File: src/rtl/load_store_unit.sv
// Load/store unit: one command per handshake, ack-based 64-bit data memory.
// Define LSU_MISALIGN_SPLIT_EN to issue doubleword-crossing accesses as two beats.
module load_store_unit #(
    parameter int DATA_W  = 64,
    parameter int ADDR_W  = 64,
    parameter int TIMEOUT = 255
) (
    input  logic              clk,
    input  logic              reset,
    input  logic              req_valid,
    output logic              req_ready,
    input  logic              req_write,
    input  logic [2:0]        req_funct3,
    input  logic [ADDR_W-1:0] req_addr,
    input  logic [DATA_W-1:0] req_wdata,
    output logic              resp_valid,
    output logic [DATA_W-1:0] resp_rdata,
    output logic              resp_err,
    output logic              mem_req,
    output logic              mem_we,
    output logic [ADDR_W-1:0] mem_addr,
    output logic [DATA_W-1:0] mem_wdata,
    output logic [7:0]        mem_wstrb,
    input  logic              mem_ack,
    input  logic [DATA_W-1:0] mem_rdata
);

    typedef enum logic [1:0] {
        IDLE,
        ISSUE,
        RESP
    } state_t;

    localparam logic [7:0] TO_LIM = 8'(TIMEOUT);

    state_t state_q, state_d;

    logic              write_q, write_d;
    logic [2:0]        funct3_q, funct3_d;
    logic [2:0]        off_q, off_d;
    logic              split_q, split_d;
    logic              beat_q, beat_d;
    logic [DATA_W-1:0] whi_q, whi_d;
    logic [7:0]        shi_q, shi_d;
    logic [DATA_W-1:0] rlo_q, rlo_d;
    logic [7:0]        cnt_q, cnt_d;

    logic              mem_req_q, mem_req_d;
    logic              mem_we_q, mem_we_d;
    logic [ADDR_W-1:0] mem_addr_q, mem_addr_d;
    logic [DATA_W-1:0] mem_wdata_q, mem_wdata_d;
    logic [7:0]        mem_wstrb_q, mem_wstrb_d;
    logic              resp_valid_q, resp_valid_d;
    logic [DATA_W-1:0] resp_rdata_q, resp_rdata_d;
    logic              resp_err_q, resp_err_d;

    logic [3:0]          size_b;
    logic                illegal;
    logic                req_err;
    logic                crosses;
    logic [15:0]         strb16;
    logic [2*DATA_W-1:0] wdata128;
    logic [DATA_W-1:0]   rsh;
    logic [DATA_W-1:0]   ld_ext;

    assign req_ready  = (state_q == IDLE);
    assign resp_valid = resp_valid_q;
    assign resp_rdata = resp_rdata_q;
    assign resp_err   = resp_err_q;
    assign mem_req    = mem_req_q;
    assign mem_we     = mem_we_q;
    assign mem_addr   = mem_addr_q;
    assign mem_wdata  = mem_wdata_q;
    assign mem_wstrb  = mem_wstrb_q;

    // Lane placement is computed 16 bytes wide; the upper half feeds a second beat.
    always_comb begin
        size_b   = 4'd1 << req_funct3[1:0];
        illegal  = req_write ? req_funct3[2] : (req_funct3 == 3'b111);
        strb16   = (16'd1 << size_b) - 16'd1;
        strb16   = strb16 << req_addr[2:0];
        wdata128 = {{DATA_W{1'b0}}, req_wdata} << {req_addr[2:0], 3'b000};
`ifdef LSU_MISALIGN_SPLIT_EN
        crosses  = |strb16[15:8];
        req_err  = illegal;
`else
        crosses  = 1'b0;
        case (req_funct3[1:0])
            2'd0:    req_err = illegal;
            2'd1:    req_err = illegal | req_addr[0];
            2'd2:    req_err = illegal | (|req_addr[1:0]);
            default: req_err = illegal | (|req_addr[2:0]);
        endcase
`endif
    end

    always_comb begin
        rsh = DATA_W'((beat_q ? {mem_rdata, rlo_q}
                              : {{DATA_W{1'b0}}, mem_rdata})
                      >> {off_q, 3'b000});
        case (funct3_q)
            3'b000:  ld_ext = {{(DATA_W-8){rsh[7]}}, rsh[7:0]};
            3'b001:  ld_ext = {{(DATA_W-16){rsh[15]}}, rsh[15:0]};
            3'b010:  ld_ext = {{(DATA_W-32){rsh[31]}}, rsh[31:0]};
            3'b100:  ld_ext = {{(DATA_W-8){1'b0}}, rsh[7:0]};
            3'b101:  ld_ext = {{(DATA_W-16){1'b0}}, rsh[15:0]};
            3'b110:  ld_ext = {{(DATA_W-32){1'b0}}, rsh[31:0]};
            default: ld_ext = rsh;
        endcase
    end

    always_comb begin
        state_d      = state_q;
        write_d      = write_q;
        funct3_d     = funct3_q;
        off_d        = off_q;
        split_d      = split_q;
        beat_d       = beat_q;
        whi_d        = whi_q;
        shi_d        = shi_q;
        rlo_d        = rlo_q;
        cnt_d        = cnt_q;
        mem_req_d    = mem_req_q;
        mem_we_d     = mem_we_q;
        mem_addr_d   = mem_addr_q;
        mem_wdata_d  = mem_wdata_q;
        mem_wstrb_d  = mem_wstrb_q;
        resp_valid_d = 1'b0;
        resp_rdata_d = '0;
        resp_err_d   = 1'b0;
        unique case (state_q)
            IDLE: begin
                if (req_valid) begin
                    write_d  = req_write;
                    funct3_d = req_funct3;
                    off_d    = req_addr[2:0];
                    split_d  = crosses;
                    beat_d   = 1'b0;
                    cnt_d    = '0;
                    whi_d    = req_write ? wdata128[2*DATA_W-1:DATA_W] : '0;
                    shi_d    = req_write ? strb16[15:8] : '0;
                    if (req_err) begin
                        state_d      = RESP;
                        resp_valid_d = 1'b1;
                        resp_err_d   = 1'b1;
                    end else begin
                        state_d     = ISSUE;
                        mem_req_d   = 1'b1;
                        mem_we_d    = req_write;
                        mem_addr_d  = {req_addr[ADDR_W-1:3], 3'b000};
                        mem_wdata_d = req_write ? wdata128[DATA_W-1:0] : '0;
                        mem_wstrb_d = req_write ? strb16[7:0] : '0;
                    end
                end
            end
            ISSUE: begin
                if (mem_ack) begin
                    cnt_d = '0;
                    if (split_q && !beat_q) begin
                        beat_d      = 1'b1;
                        rlo_d       = mem_rdata;
                        mem_addr_d  = mem_addr_q + ADDR_W'(8);
                        mem_wdata_d = whi_q;
                        mem_wstrb_d = shi_q;
                    end else begin
                        state_d      = RESP;
                        mem_req_d    = 1'b0;
                        mem_we_d     = 1'b0;
                        mem_addr_d   = '0;
                        mem_wdata_d  = '0;
                        mem_wstrb_d  = '0;
                        resp_valid_d = 1'b1;
                        resp_rdata_d = write_q ? '0 : ld_ext;
                    end
                end else if (cnt_q + 8'd1 == TO_LIM) begin
                    // Abandon the access; a first store beat already acked stays written.
                    state_d      = RESP;
                    mem_req_d    = 1'b0;
                    mem_we_d     = 1'b0;
                    mem_addr_d   = '0;
                    mem_wdata_d  = '0;
                    mem_wstrb_d  = '0;
                    resp_valid_d = 1'b1;
                    resp_err_d   = 1'b1;
                end else begin
                    cnt_d = cnt_q + 8'd1;
                end
            end
            RESP: begin
                state_d = IDLE;
            end
            default: begin
                state_d = IDLE;
            end
        endcase
    end

    always_ff @(posedge clk or negedge reset) begin
        if (!reset) begin
            state_q      <= IDLE;
            write_q      <= 1'b0;
            funct3_q     <= '0;
            off_q        <= '0;
            split_q      <= 1'b0;
            beat_q       <= 1'b0;
            whi_q        <= '0;
            shi_q        <= '0;
            rlo_q        <= '0;
            cnt_q        <= '0;
            mem_req_q    <= 1'b0;
            mem_we_q     <= 1'b0;
            mem_addr_q   <= '0;
            mem_wdata_q  <= '0;
            mem_wstrb_q  <= '0;
            resp_valid_q <= 1'b0;
            resp_rdata_q <= '0;
            resp_err_q   <= 1'b0;
        end else begin
            state_q      <= state_d;
            write_q      <= write_d;
            funct3_q     <= funct3_d;
            off_q        <= off_d;
            split_q      <= split_d;
            beat_q       <= beat_d;
            whi_q        <= whi_d;
            shi_q        <= shi_d;
            rlo_q        <= rlo_d;
            cnt_q        <= cnt_d;
            mem_req_q    <= mem_req_d;
            mem_we_q     <= mem_we_d;
            mem_addr_q   <= mem_addr_d;
            mem_wdata_q  <= mem_wdata_d;
            mem_wstrb_q  <= mem_wstrb_d;
            resp_valid_q <= resp_valid_d;
            resp_rdata_q <= resp_rdata_d;
            resp_err_q   <= resp_err_d;
        end
    end

endmodule

File: config.mk
export PLATFORM = sky130hd
export DESIGN_NAME = load_store_unit
export DESIGN_NICKNAME = d
export VERILOG_FILES = /design/src/rtl/load_store_unit.sv
export SDC_FILE = /design/constraint.sdc
export NUM_CORES = 1
export LEC_CHECK = 0
export CELL_PAD_IN_SITES_DETAIL_PLACEMENT = 1
export CELL_PAD_IN_SITES_GLOBAL_PLACEMENT = 2
export CORE_ASPECT_RATIO = 0.6
export CORE_MARGIN = 2
export CORE_UTILIZATION = 34
export DETAILED_ROUTE_END_ITERATION = 10
export DONT_BUFFER_PORTS = 1
export PLACE_DENSITY_LB_ADDON = 0.12
export SLEW_MARGIN = 20
export SYNTH_ARGS = -nofsm -noshare
export SYNTH_HDL_FRONTEND = slang
export SYNTH_SLANG_ARGS = --single-unit
export TNS_END_PERCENT = 20
File: constraint.sdc
create_clock -name clk -period 2.4 [get_ports clk]
set_input_delay 0.24 -clock clk [delete_from_list [all_inputs] [get_ports clk]]
set_output_delay 0.24 -clock clk [all_outputs]
set_load 0.02 [all_outputs]
==> out/metrics.csv <==
stage,metric,value,unit
yosys,ys_warn_count,0,
detailed_routing,ant_nets,0,
clocking,path_clk_slew,60,ps
global_route,grt_max_degree,219,
detailed_routing,routed_wl,46200,um
die,die_w,240,um
timing,worst_pin_slew,954,ps
hold_path,hold_class,in -> async,
clocking,htreeDepth,1,
global_route,antenna_found_initial,2,
timing,max_freq,429,MHz
yosys,synth_top_family_by_area,compound AO/OA/AOI/OAI gates,
timing,slew-limit-headroom,36.2,%
setup_path,ff2ff_path_depth,8,
timing,rsz0062_at_grt,true,
finish,fillerInstances,3598,
yosys,yosys.area_share.adder,0.881,%
die,die-area,0.0350,mm2
outcome,outcome,finished with violations,
timing,hold_violations,218,
finish,syn2layout_area_growth,22.4,%
placed_design,finalWeightedCongestion,0.878,
timing,fin_ws,71.6,ps
yosys,synth-compound-area-share,19.0,%
clocking,cts_tree,done,
yosys,synth-simple-area-share,11.4,%
setup_path,arrival,2750,ps
clocking,clock_latency,530,ps
placed_design,pre_cts_slack,-126,ps
detailed_routing,vias,9455,
pwr,p_leak,0.00633,uW
detailed_routing,drc_errors,0,
finish,final_common_cell,dfrtp_1,
placed_design,port_buffers,0,
clocking,cts_root_buffer,clkbuf_16,
flow_run,cap_violations,0,
timing,setup_viol,0,
clocking,clkSinkCount,218,
pwr,peakVddDrop,439,uV
setup_path,critPathLaunchType,flip-flop,
global_route,grt_pass1_vias,9653,
yosys,synth_cells,1126,
die,rows,51,
clocking,numCtsBuffers,24,
finish,drive_gt1_share,15.4,%
yosys,synth_xor_area_share,0.154,%
pwr,p_clk_share,26.3,%
pwr,combPwrFrac,31.9,%
die,start_util,34.8,%
clocking,cts_max_path_buffers,3,
setup_path,required,2820,ps
yosys,synth.distinct_cells,59,
setup_path,crit_slowest_cell,dfrtp_2,
timing,slew_viol_final,0,
timing,skew,8.65,ps
setup_path,worstPathMaxFanout,34,
finish,n_antenna_cell,0,
die,io_pins,405,
pwr,p_sw_share,40.3,%
global_route,grt_overflow,0,
pwr,cellPowerDensity,1030,mW/mm2
setup_path,end_kind,flip-flop,
pwr,seqPwrFrac,41.8,%
detailed_routing,wire_per_inst,27.6,um
timing,holdWs,-597,ps
global_route,grt_pass1_wl,66600,um
pwr,intPower,8590,uW
detailed_routing,viasPerCell,5.64,
yosys,ys.flop_type,dfrtp_1,
finish,nets,1419,
detailed_routing,drt_iter0_drc,884,
finish,layout_common_cells,"dfrtp_1 (216), nor2_1 (145), nand2_1 (103)",
timing,period_minus_slack,2330,ps
yosys,postSynthAreaPerCell,10.1,um2
yosys,syn_area,0.0114,mm2
outcome,violations,negative hold slack,
die,core_area,0.0327,mm2
yosys,synthMuxAreaShare,16.1,%
pwr,switchingPower,5800,uW
yosys,async_reset_ff_share,100,%
placed_design,dp.final_hpwl,32300,um
setup_path,path_class,reg -> reg,
die,die_h,146,um
timing,finalCritPeriodShare,97.0,%
setup_path,worstPathCellList,ha_4 > and3_4 > mux2i_2 > o221ai_2 > and2_4 > or2_4 > clkbuf_16 > a22o_1,
setup_path,cpPeakStageDelay,430,ps
detailed_routing,drt_first_pass_iters,5,
yosys,synth_edf_count,0,
global_route,grt_use_total,25.4,%
yosys,synth-seq-cells,218,
yosys,seq_area_frac_synth,48.0,%
==> Yosys cell counts, types with 15 or more instances <==
cell | number | area share [%]
a21oi_1 | 85 | 3.7
o22ai_1 | 17 | 0.94
dfrtp_1 | 218 | 48
nor2_1 | 145 | 4.8
mux4_2 | 15 | 3.0
mux2_2 | 49 | 4.9
buf_2 | 20 | 0.88
clkbuf_1 | 59 | 1.9
o21ai_0 | 67 | 3.0
o2bb2ai_1 | 19 | 1.5
nand2_1 | 103 | 3.4
o31ai_1 | 27 | 1.8
a22o_1 | 71 | 5.5
mux2i_1 | 94 | 8.3
==> power groups by stage <==
stage,clock (uW),combinational (uW),sequential [uW]
2_1_floorplan,0,2970,5710
3_3_place_gp,0,4110,6090
3_5_place_dp,0,4140,6080
4_1_cts,3890,4310,6020
5_1_grt,4070,4930,6110
6_report,3790,4590,6010
==> worst paths after layout <==
check                              from        endpoint  slack, ps
min                               reset  resp_rdata[20]       -600
min reg2reg                     write_q         write_q        480
max reg2reg                    cnt_q[0]    mem_addr[31]         70
min in group clk           req_wdata[5]   mem_wdata[37]         10
max in group asynchronous         reset        off_q[0]       2310
max                            cnt_q[0]    mem_addr[31]         70
==> cells by family after synthesis <==
kind of cell / Yosys count
multiplexers: 158
other: 1
AND/OR/NAND/NOR: 306
buffers and inverters: 111
adder cells (fa/ha/maj): 8
AO/OA/AOI/OAI: 322
flip-flops: 218
XOR/XNOR: 2
==> layer usage <==
metal | part of all wire (%) | GRT usage, % | routed length, um
met4 | 1.5 | 3.54 | 671
met5 | 0 | 0 | 0
met3 | 8.7 | 7.11 | 4010
met2 | 40 | 35.0 | 18700
met1 | 49 | 39.8 | 22900
==> final cells by class <==
cell class,instances,area (um2),share of cell area (%)
Multi-Input combinational cell,800,5520,39.7
Sequential cell,218,5460,39.2
Timing Repair Buffer,154,1530,11.0
Clock buffer,32,681,4.89
Tap cell,450,563,4.05
Clock inverter,9,115,0.828
Inverter,13,48.8,0.351
==> registers in the layout (all words and copies together) (netlist names) <==
name	count
mem_addr	61
resp_err	1
cnt_q	8
resp_valid	1
mem_req	1
mem_we	1
mem_wstrb	8
state_q	2
off_q	3
resp_rdata	64
funct3_q	3
mem_wdata	64
write_q	1
==> critical path: cells and delay by family, from the launching register on <==
kind,cells,cell delay [ps]
AOI/OAI and AO/OA,2,400
muxes,1,240
adders and majority gates,1,180
buffers and inverters,1,240
DFF,1,430
and+or+nand+nor,3,700
==> timing repair <==
action                                 4_1_cts  5_1_grt
setup endpoints to repair                  111      154
gates resized for setup                      3       15
pin swaps                                    1        8
buffers inserted                             1        2
gates cloned                                 0        4
endpoints found under the hold margin      325      220
hold buffers                                89        2
==> stage by stage <==
step	total power, uW	util [%]	cell area (um2)	std cells	TNS, ps
floorplan	8680	-	11400	1128	-131
global placement	10200	36.8	12000	1538	-7350
detailed placement	10200	36.8	12000	1538	-4300
CTS	14200	42.0	13700	1669	0
global route	15100	42.6	13900	1676	-268
finish	14400	42.6	13900	1676	0
No activity file was read; power rests on OpenSTA's default activity.
